**config.mk**
```make
export PLATFORM = sky130hd
export DESIGN_NAME = silife_matrix_8x8
export DESIGN_NICKNAME = d
export VERILOG_FILES = /design/src/rtl/silife_matrix_8x8.sv
export SDC_FILE = /design/constraint.sdc
export NUM_CORES = 1
export LEC_CHECK = 0
export CORE_ASPECT_RATIO = 1.2
export CORE_MARGIN = 2
export CORE_UTILIZATION = 35
export DETAILED_ROUTE_END_ITERATION = 8
export DONT_BUFFER_PORTS = 1
export HOLD_SLACK_MARGIN = 0.06
export SETUP_SLACK_MARGIN = 0.1
export SYNTH_ARGS = -nofsm -noshare
export SYNTH_HDL_FRONTEND = slang
export SYNTH_SLANG_ARGS = --single-unit
```
**constraint.sdc**
```tcl
create_clock -name clk -period 10.5 [get_ports clk]
set_clock_uncertainty 0.2 [all_clocks]
set_input_delay 2.625 -clock clk [delete_from_list [all_inputs] [get_ports clk]]
set_output_delay 2.625 -clock clk [all_outputs]
set_load 0.005 [all_outputs]
```
**src/rtl/silife_matrix_8x8.sv**
```systemverilog
// silife_matrix_8x8: 8x8 Game of Life core, one generation per enabled clock.
// Ports: clk, reset (async, active-low), enable, row_select, set_cells, cells.
module silife_matrix_8x8 (
   input  logic       clk,
   input  logic       reset,
   input  logic       enable,
   input  logic [2:0] row_select,
   input  logic [7:0] set_cells,
   output logic [7:0] cells
);

   // Cell (r,c) lives at bit r*8+c; 1 = alive.
   logic [63:0] cell_values;
   logic [63:0] next_values;
   logic [63:0] base_values;
   logic [63:0] set_mask;
   logic [5:0]  row_base;

   // 10x10 view with a ring of constant dead cells, so edge
   // cells see zeros outside the grid instead of wrapping.
   logic [9:0][9:0] pad;

   genvar i, j;
   generate
      for (i = 0; i < 10; i++) begin : g_pad_row
         for (j = 0; j < 10; j++) begin : g_pad_col
            if (i == 0 || i == 9 || j == 0 || j == 9) begin : g_edge
               assign pad[i][j] = 1'b0;
            end else begin : g_cell
               assign pad[i][j] = cell_values[(i-1)*8 + (j-1)];
            end
         end
      end
   endgenerate

   // Neighbour count is 4 bits so a count of 8 cannot overflow.
   generate
      for (i = 0; i < 8; i++) begin : g_row
         for (j = 0; j < 8; j++) begin : g_col
            logic [3:0] nbr;
            logic       alive;
            assign alive = pad[i+1][j+1];
            assign nbr = {3'b000, pad[i][j]}
                       + {3'b000, pad[i][j+1]}
                       + {3'b000, pad[i][j+2]}
                       + {3'b000, pad[i+1][j]}
                       + {3'b000, pad[i+1][j+2]}
                       + {3'b000, pad[i+2][j]}
                       + {3'b000, pad[i+2][j+1]}
                       + {3'b000, pad[i+2][j+2]};
            assign next_values[i*8 + j] =
               (nbr == 4'd3) | (alive & (nbr == 4'd2));
         end
      end
   endgenerate

   assign row_base = {row_select, 3'b000};

   // Set bits are OR'ed in after the rule, so a set always wins.
   always_comb begin
      base_values = enable ? next_values : cell_values;
      set_mask    = {56'd0, set_cells} << row_base;
   end

   always_ff @(posedge clk or negedge reset) begin
      if (!reset) begin
         cell_values <= 64'd0;
      end else begin
         cell_values <= base_values | set_mask;
      end
   end

   assign cells = cell_values[row_base +: 8];

endmodule

```
**Word level (Yosys, flattened, before mapping)**

Index checks and enable logic that the tools add are counted.

- Input bits: 14
- Flip-flop bits (word level): 64

- Equal/unequal tests: 128
- Bitwise gates (word level): 129
- Shifts and indexed selects: 2
- Multiplexer cells: 1
- $add $sub $neg: 349

Operators with widths:

| kind | count |
|---|---|
| adder 4 x 1 -> 4 bit | 181 |
| equality test 4 x 2 -> 1 bit, second input constant | 124 |
| adder 3 x 1 -> 4 bit | 54 |
| adder 2 x 1 -> 3 bit | 57 |
| adder 1 x 1 -> 2 bit | 57 |
| AND 1 bit | 64 |
| 2-to-1 mux 64 bit | 1 |
| bitwise OR 1 bit | 64 |
| bitwise OR 64 bit | 1 |
| variable part select 64 x 7 -> 8 bit | 1 |
| left shift 8 x 6 -> 64 bit | 1 |
| equality test 3 x 2 -> 1 bit, second input constant | 4 |

**Longest topological paths before layout**

Gate-level depths: netlist of run 1.

- Depth after elaboration: 12
- Depth in mapped cells: 10
- Mapped depth without buffers: 10

**Least setup slack after synthesis of run 1**

Ideal clock, no wire load.

- Path type: input to output
- From: input port row_select[1]
- To: output port cells[5]
- Data required time: 7.675 ns
- Cell stages on the path: 4
- Path slack: 4.056 ns
- Data arrival time: 3.619 ns
- Cells stage by stage: buf_6 > buf_8 > mux4_2 > mux2_4

- Word-level cells in the longest chain between the ends: 1

Ends and longest elaborated chain:

| what | line | text |
|---|---|---|
| start: declaration | 7 | `input logic [2:0] row_select,` |
| variable part select 64 x 7 -> 8 bit | 73 | `assign cells = cell_values[row_base +: 8];` |
| end: declaration | 9 | `output logic [7:0] cells` |

No other way between the ends.

**Final worst setup path of run 1**

- From: input port row_select[1]
- To: output port cells[4]

The elaborated chain is that of the path after synthesis.

==> impl_metrics.csv, run 1 <==
group,metric,value,unit
logic_synthesis,syn-num-nets,1454,
floorplan,die_w,168,um
outcome,status,"complete, no violations",
critical_path,cp.required,7.68,ns
place,numPlacedInstances,1480,
critical_path,critPathBufInv,0,
logic_synthesis,post-synth-top-count-cell,"inv_1",
logic_synthesis,yosysTopAreaCellShare,34.9,%
drt,dr.pass1.iters,5,
critical_path,slowest_stage,"mux4_1",
clock_network,clockBufferDepth,2,
logic_synthesis,synth_edf_count,0,
critical_path,worstPathMaxFanout,36,
final_layout,fin_util,37.9,%
clock_network,h-tree-depth,3,
timing,timing.slew.headroom,44.6,%
logic_synthesis,ys_seq_area_share,14.3,%
clock_network,ctsHoldBuffers,0,
flow_run,maxCapViolCount,0,
timing,timing.final.hold_violations,0,
floorplan,coreArea,31400,um2
critical_path,rr_worst_depth,10,
grt,grt_max_degree,136,
floorplan,rows,71,
timing,min_period_over_period,60.1,%
logic_synthesis,yosysWarnings,0,
final_layout,diodes,0,
final_layout,final_nets,1435,
grt,grt_overflow,0,
final_layout,drive_above_1_share,3.84,%
floorplan,num_io_pins,22,
floorplan,start_util,35.7,%
drt,wl,27000,um
final_layout,largestRegisters,"cell_values: 64 flops",
final_layout,fillers,3188,
critical_path,timing.rr.start,"cell_values[10]",
final_layout,final_cells,1496,
min_path,hold_end,"cell_values[6]",
final_layout,largest-register,"cell_values",
clock_network,clk_latency,0.35,ns
critical_path,critPathMaxStageDelay,0.52,ns
place,globalplace.congestion,0.821,
timing,rsz0062_at_grt,"false",
logic_synthesis,synth_common_cells,"inv_1, fa_1, ha_1",
grt,grt_pass1_wl,45800,um
critical_path,path_class,"input pin to output port",
clock_network,cts_setup_buffers,0,
timing,tightest_slew,0.829,ns
timing,setup_viol,0,
clock_network,cts-resized-gates,0,
timing,min_period,6.31,ns
critical_path,path_cells,"mux4_1 > mux2_2",
drt,via_per_inst,5.20,
clock_network,numCtsBuffers,9,
critical_path,worstReg2RegEnd,"cell_values[18]",
logic_synthesis,avgSynthCellArea,10.1,um2
min_path,hold_path_class,"register to register",
critical_path,end_kind,"output port",
logic_synthesis,synthTopCellsByArea,"fa_1, ha_1, dfrtp_1",
timing,finalMaxSlewViolations,0,
floorplan,die_area,33600,um2
timing,timing.fmax,159,MHz
critical_path,cp-start-kind,"input pin",
clock_network,root_buffer,"clkbuf_16",
drt,wl_per_cell,18.0,um
place,hpwl,20600,um
grt,grt_usage,17.3,%
clock_network,clock-sinks,64,
logic_synthesis,ys_ff_latch,64,
logic_synthesis,syn_inst,1109,
min_path,whs_path_depth,2,
logic_synthesis,synth_ff_type,"dfrtp_1",
critical_path,crit_family,"multiplexers",
place,port-buffer-count,0,
drt,drt_iter0_drc,439,
drt,ant_nets,0,
min_path,worstHoldStart,"cell_values[6]",
critical_path,arrival,3.48,ns
drt,route.vias.total,7781,
logic_synthesis,synth.distinct_cells,37,
final_layout,synthToLayoutAreaGrowth,5.92,%
timing,tns,0,ns
floorplan,die_h,200,um
logic_synthesis,syn_area,11200,um2
critical_path,rrSetupSlack,6.70,ns
clock_network,cts_tree,"yes",
drt,drc,0,
grt,grt_pass1_vias,8483,
final_layout,largest_register_ffs,64,
grt,antenna_found_initial,0,
critical_path,worst-path-stages,2,
clock_network,clkTransAtPathRegs,0.06,ns
logic_synthesis,async_flop_share,100,%
logic_synthesis,synth_top_area_cell,"fa_1",
layout by cell type (no fill, tap or decap), types with 9 or more instances in the layout:
master / count
o22ai_1: 39
o21ai_0: 10
clkbuf_16: 9
inv_1: 289
ha_1: 135
o221ai_1: 27
o21a_1: 28
nand2b_1: 11
fa_1: 196
o2bb2ai_1: 12
and3_1: 27
nand2_1: 16
a21oi_1: 123
nor2b_1: 25
dfrtp_1: 64
logic make-up after synthesis:
group | count (synthesis) | share of synthesized area (%)
AOI/OAI and AO/OA | 259 | 14.5
adders and majority gates | 331 | 49.9
buffers and inverters | 323 | 11.3
DFF | 64 | 14.3
muxes | 24 | 4.38
and+or+nand+nor | 108 | 5.62
metal layers:
metal / global-route usage (%) / wire (um) / part of all wire (%)
met1: 22.6 / 11900 / 44
met2: 29.5 / 13500 / 50
met3: 2.94 / 1010 / 3.7
met4: 4.72 / 580 / 2.2
met5: 0 / 0 / 0
how the worst max path moves through the flow:
stage,end,from
after CTS,cells[4],row_select[1]
after global placement,cells[3],row_select[1]
after detailed placement,cells[4],row_select[1]
after global routing,cells[4],row_select[1]
after floorplan,cells[5],row_select[1]
final,cells[4],row_select[1]
metrics by stage:
step                instance area (um2)  worst slack [ns]  hold WS [ns]
CTS                               11900              4.19         0.426
finish                            11900              4.19         0.421
global placement                  11600              4.20         0.407
detailed placement                11600              4.20         0.411
floorplan                         11200              4.06         0.333
global route                      11900              4.17         0.454
final cells by class:
cell class                      count  area [um2]  share of cell area, %
Inverter                          289        1080                   9.11
Timing Repair Buffer                4        30.0                  0.252
Clock inverter                      2        35.0                  0.294
Tap cell                          401         502                   4.21
Clock buffer                       14         284                   2.39
Multi-Input combinational cell    722        8370                   70.3
Sequential cell                    64        1600                   13.5
Power of run 1 is left out: the tool's default activity adds up to more than one toggle a clock period on the data nets, which glitch-free logic cannot reach.
==> inputs of run 2 (changes only) <==
- clock period: 10.5 -> 6.27 ns (I/O delays scaled with it)
==> run 2 against run 1 <==
Compared with the run above:
- count of clock-buffer cells in the layout fell by 4
- flip-flop and latch count did not move
- core utilization barely moved
- wire length rose by 0.20%
- setup slack got worse by 2.1 ns
- global-route usage barely moved
- worst hold slack got worse by 0.0025 ns
- die area did not move
==> impl_metrics.csv, run 2 (synthesis results as in run 1) <==
group,metric,value,unit
critical_path,rr_worst_depth,10,
clock_network,h-tree-depth,3,
critical_path,endpoint,"cells[5]",
critical_path,cp-start-kind,"input pin",
critical_path,crit_path_start,"row_select[1]",
grt,grt_pass1_vias,8493,
final_layout,drive_above_1_share,3.93,%
timing,tns,0,ns
outcome,status,"complete, no violations",
clock_network,cts_setup_buffers,0,
critical_path,critPathMaxStageDelay,0.55,ns
final_layout,diodes,0,
timing,timing.fmax,238,MHz
timing,whs,0.418,ns
timing,rsz0062_at_grt,"false",
floorplan,start_util,35.7,%
drt,wl,27000,um
drt,wl_per_cell,18.1,um
critical_path,cp.required,4.50,ns
grt,grt_max_degree,136,
floorplan,die_area,33600,um2
clock_network,clk_latency,0.35,ns
drt,drc,0,
clock_network,clkTransAtPathRegs,0.06,ns
grt,grt_overflow,0,
timing,timing.final.hold_violations,0,
clock_network,clockBufferDepth,2,
drt,route.vias.total,7867,
floorplan,coreArea,31400,um2
timing,min_period_over_period,67.1,%
place,port-buffer-count,0,
drt,drt_iter0_drc,481,
timing,layout_setup_ws,2.06,ns
timing,setup_viol,0,
critical_path,arrival,2.44,ns
final_layout,largestRegisters,"cell_values: 64 flops",
clock_network,cts_tree,"yes",
min_path,hold_path_class,"register to register",
final_layout,layout_commonest_cell,"inv_1",
critical_path,worstReg2RegEnd,"cell_values[34]",
final_layout,fin_util,37.9,%
final_layout,synthToLayoutAreaGrowth,5.95,%
timing,tightest_slew,0.858,ns
critical_path,slowest_stage,"mux4_1",
grt,grt_usage,17.2,%
critical_path,worstPathMaxFanout,36,
final_layout,largest-register,"cell_values",
place,globalplace.congestion,0.842,
critical_path,end_kind,"output port",
clock_network,root_buffer,"clkbuf_16",
critical_path,path_class,"input pin to output port",
timing,min_period,4.21,ns
place,dp_slack,2.07,ns
grt,grt_pass1_wl,45700,um
floorplan,die_h,200,um
place,hpwl,20700,um
flow_run,maxCapViolCount,0,
critical_path,crit_family,"multiplexers",
timing,finalMaxSlewViolations,0,
final_layout,fillers,3197,
critical_path,timing.rr.start,"cell_values[26]",
clock_network,ctsHoldBuffers,0,
final_layout,final_nets,1435,
clock_network,clock-sinks,64,
timing,timing.slew.headroom,42.6,%
drt,via_per_inst,5.26,
drt,dr.pass1.iters,8,
final_layout,layout_common_cells,"inv_1, fa_1, ha_1",
drt,ant_nets,0,
floorplan,rows,71,
floorplan,die_w,168,um
final_layout,largest_register_ffs,64,
grt,antenna_found_initial,0,
clock_network,cts-resized-gates,0,
floorplan,num_io_pins,22,
critical_path,critPathBufInv,0,
critical_path,path_cells,"mux4_1 > mux2_4",
clock_network,numCtsBuffers,9,
critical_path,worst-path-stages,2,
critical_path,rrSetupSlack,2.53,ns
run 2: cell count changes in the layout (fill, tap and decap cells not counted), sizes merged:
cell,delta
clkbuf,-4
clkinv,+2
bufinv,+1
clkinvlp,+1
run 2: area by class of cell:
cell class | instances | area, um2 | share of cell area, %
Clock buffer | 10 | 239 | 2.01
Clock inverter | 6 | 82.6 | 0.694
Inverter | 289 | 1080 | 9.11
Multi-Input combinational cell | 722 | 8370 | 70.3
Sequential cell | 64 | 1600 | 13.5
Tap cell | 401 | 502 | 4.21
Timing Repair Buffer | 4 | 30.0 | 0.252
run 2: metrics by stage:
step	area, um2	instances
after floorplan	11200	1109
after global placement	11600	1480
after detailed placement	11600	1480
after CTS	11900	1496
after global routing	11900	1496
final	11900	1496
run 2: per-layer routing:
layer,global-route usage (%),vias to the layer above,routed length [um]
met5,0,-,0
met4,4.94,0,631
met3,2.49,42,978
met2,29.6,153,13500
met1,22.6,4048,11900
li1,-,3624,-
run 2: worst min-delay path by stage:
stage                   start        endpoint  slack [ns]  cells after the start
2_1_floorplan  cell_values[1]  cell_values[1]        0.33                      2
3_3_place_gp   cell_values[3]  cell_values[3]        0.42                      2
3_5_place_dp   cell_values[3]  cell_values[3]        0.41                      2
4_1_cts        cell_values[3]  cell_values[3]        0.42                      2
5_1_grt        cell_values[3]  cell_values[3]        0.48                      2
6_report       cell_values[3]  cell_values[3]        0.42                      2
Power of run 2 is left out for the same reason.
==> inputs of run 3 (changes only) <==
- clock period: 6.27 -> 4 ns (I/O delays scaled with it)
==> run 3 against run 2 <==
Compared with the run above:
- highest routed layer unchanged
- sequential share of layout area is 0.28 points lower
- cell area is 2.1% higher
- via count is 0.60% higher
- flip-flop and latch count stayed put
- core utilization is 0.80 points higher
- critical path type is now register to register
- final cell count is 2.5% higher
- wire length is 3.7% higher
- register-to-register slack worse by 2.1 ns
- worst hold slack worse by 0.28 ns
- first-iteration DRC count is 11% lower
==> impl_metrics.csv, run 3 (synthesis results as in run 1) <==
group,metric,value,unit
clock_network,cts_setup_buffers,0,
critical_path,end_kind,"register",
floorplan,coreArea,31400,um2
final_layout,largest-register,"cell_values",
clock_network,ctsHoldBuffers,0,
critical_path,path_class,"register to register",
timing,timing.slew.headroom,28.9,%
clock_network,clockBufferDepth,2,
clock_network,cts_tree,"yes",
floorplan,rows,71,
timing,tns,0,ns
clock_network,h-tree-depth,3,
timing,timing.fmax,282,MHz
drt,ant_nets,0,
floorplan,num_io_pins,22,
final_layout,diodes,0,
drt,via_per_inst,5.16,
floorplan,die_h,200,um
grt,grt_pass1_wl,46700,um
grt,grt_max_degree,136,
timing,timing.final.hold_violations,0,
clock_network,clk_latency,0.36,ns
clock_network,clock-sinks,64,
critical_path,rr_worst_depth,10,
drt,dr.pass1.iters,4,
final_layout,final_nets,1473,
floorplan,start_util,35.7,%
place,port-buffer-count,0,
flow_run,maxCapViolCount,0,
critical_path,cp-start-kind,"register",
final_layout,drive_above_1_share,6.89,%
timing,min_period,3.55,ns
drt,drt_iter0_drc,427,
outcome,status,"complete, no violations",
grt,grt_pass1_vias,8534,
place,globalplace.congestion,0.796,
drt,wl_per_cell,18.3,um
clock_network,numCtsBuffers,9,
critical_path,worstPathMaxFanout,7,
floorplan,die_area,33600,um2
timing,finalMaxSlewViolations,0,
final_layout,fillers,3108,
clock_network,clkTransAtPathRegs,0.06,ns
grt,grt_overflow,0,
drt,wl,28000,um
clock_network,root_buffer,"clkbuf_16",
grt,grt_usage,17.8,%
final_layout,largest_register_ffs,64,
place,dp_slack,0.420,ns
drt,drc,0,
critical_path,arrival,3.60,ns
final_layout,largestRegisters,"cell_values: 64 flops",
final_layout,layout_common_cells,"inv_1, fa_1, ha_1",
timing,tightest_slew,1.06,ns
timing,layout_setup_ws,0.448,ns
grt,antenna_found_initial,0,
final_layout,synthToLayoutAreaGrowth,8.19,%
floorplan,die_w,168,um
final_layout,layout_commonest_cell,"inv_1",
timing,min_period_over_period,88.8,%
timing,rsz0062_at_grt,"false",
place,hpwl,21700,um
final_layout,seqCellArea,1600,um2
clock_network,cts-resized-gates,0,
timing,setup_viol,0,
drt,route.vias.total,7914,
min_path,hold_path_class,"input pin to asynchronous set/reset pin",
critical_path,cp.required,4.05,ns
final_layout,multi_input_area,8370,um2
-- run 3: area by class of cell --
type / instances / area share [%]
timing repair buffer: 42 / 2.59
inverter: 289 / 8.92
tap: 401 / 4.13
clock inverter: 3 / 0.350
sequential: 64 / 13.2
clock buffer: 12 / 2.03
multi-input combinational: 722 / 68.8
-- run 3: stage by stage --
stage	cell area [um2]	instances	utilization [%]	hold WS [ns]
final	12200	1533	38.7	0.141
after CTS	12200	1533	38.7	0.125
after global routing	12200	1533	38.7	0.128
after floorplan	11200	1109	-	0.333
after detailed placement	11900	1518	37.7	0.412
after global placement	11900	1518	37.7	0.399
-- run 3: final timing paths --
kind                            startpoint         endpoint  slack (ns)
setup / recovery           cell_values[19]  cell_values[27]        0.45
hold / removal                       reset   cell_values[9]        0.14
setup reg to reg           cell_values[19]  cell_values[27]        0.45
hold reg to reg             cell_values[3]   cell_values[3]        0.42
max in group asynchronous            reset  cell_values[19]        3.32
min in group clk            cell_values[3]   cell_values[3]        0.42
-- run 3: worst max-delay path: stages (launching register included) --
cell and delay [ns]:
dfrtp_1 0.40, inv_1 0.38, fa_1 0.51, fa_1 0.47, fa_1 0.49, inv_1 0.04, ha_1 0.20, fa_1 0.43
nor2b_1 0.12, o22ai_1 0.08, o21a_1 0.11
-- run 3: layer usage --
layer	global-route usage [%]	part of all wire [%]	vias up	routed length, um
met5	0	0	-	0
met4	5.43	2.5	0	705
met3	3.02	4.0	43	1120
met2	30.5	50	140	14000
met1	23.1	43	4029	12200
li1	-	-	3702	-
Power of run 3 is left out for the same reason.
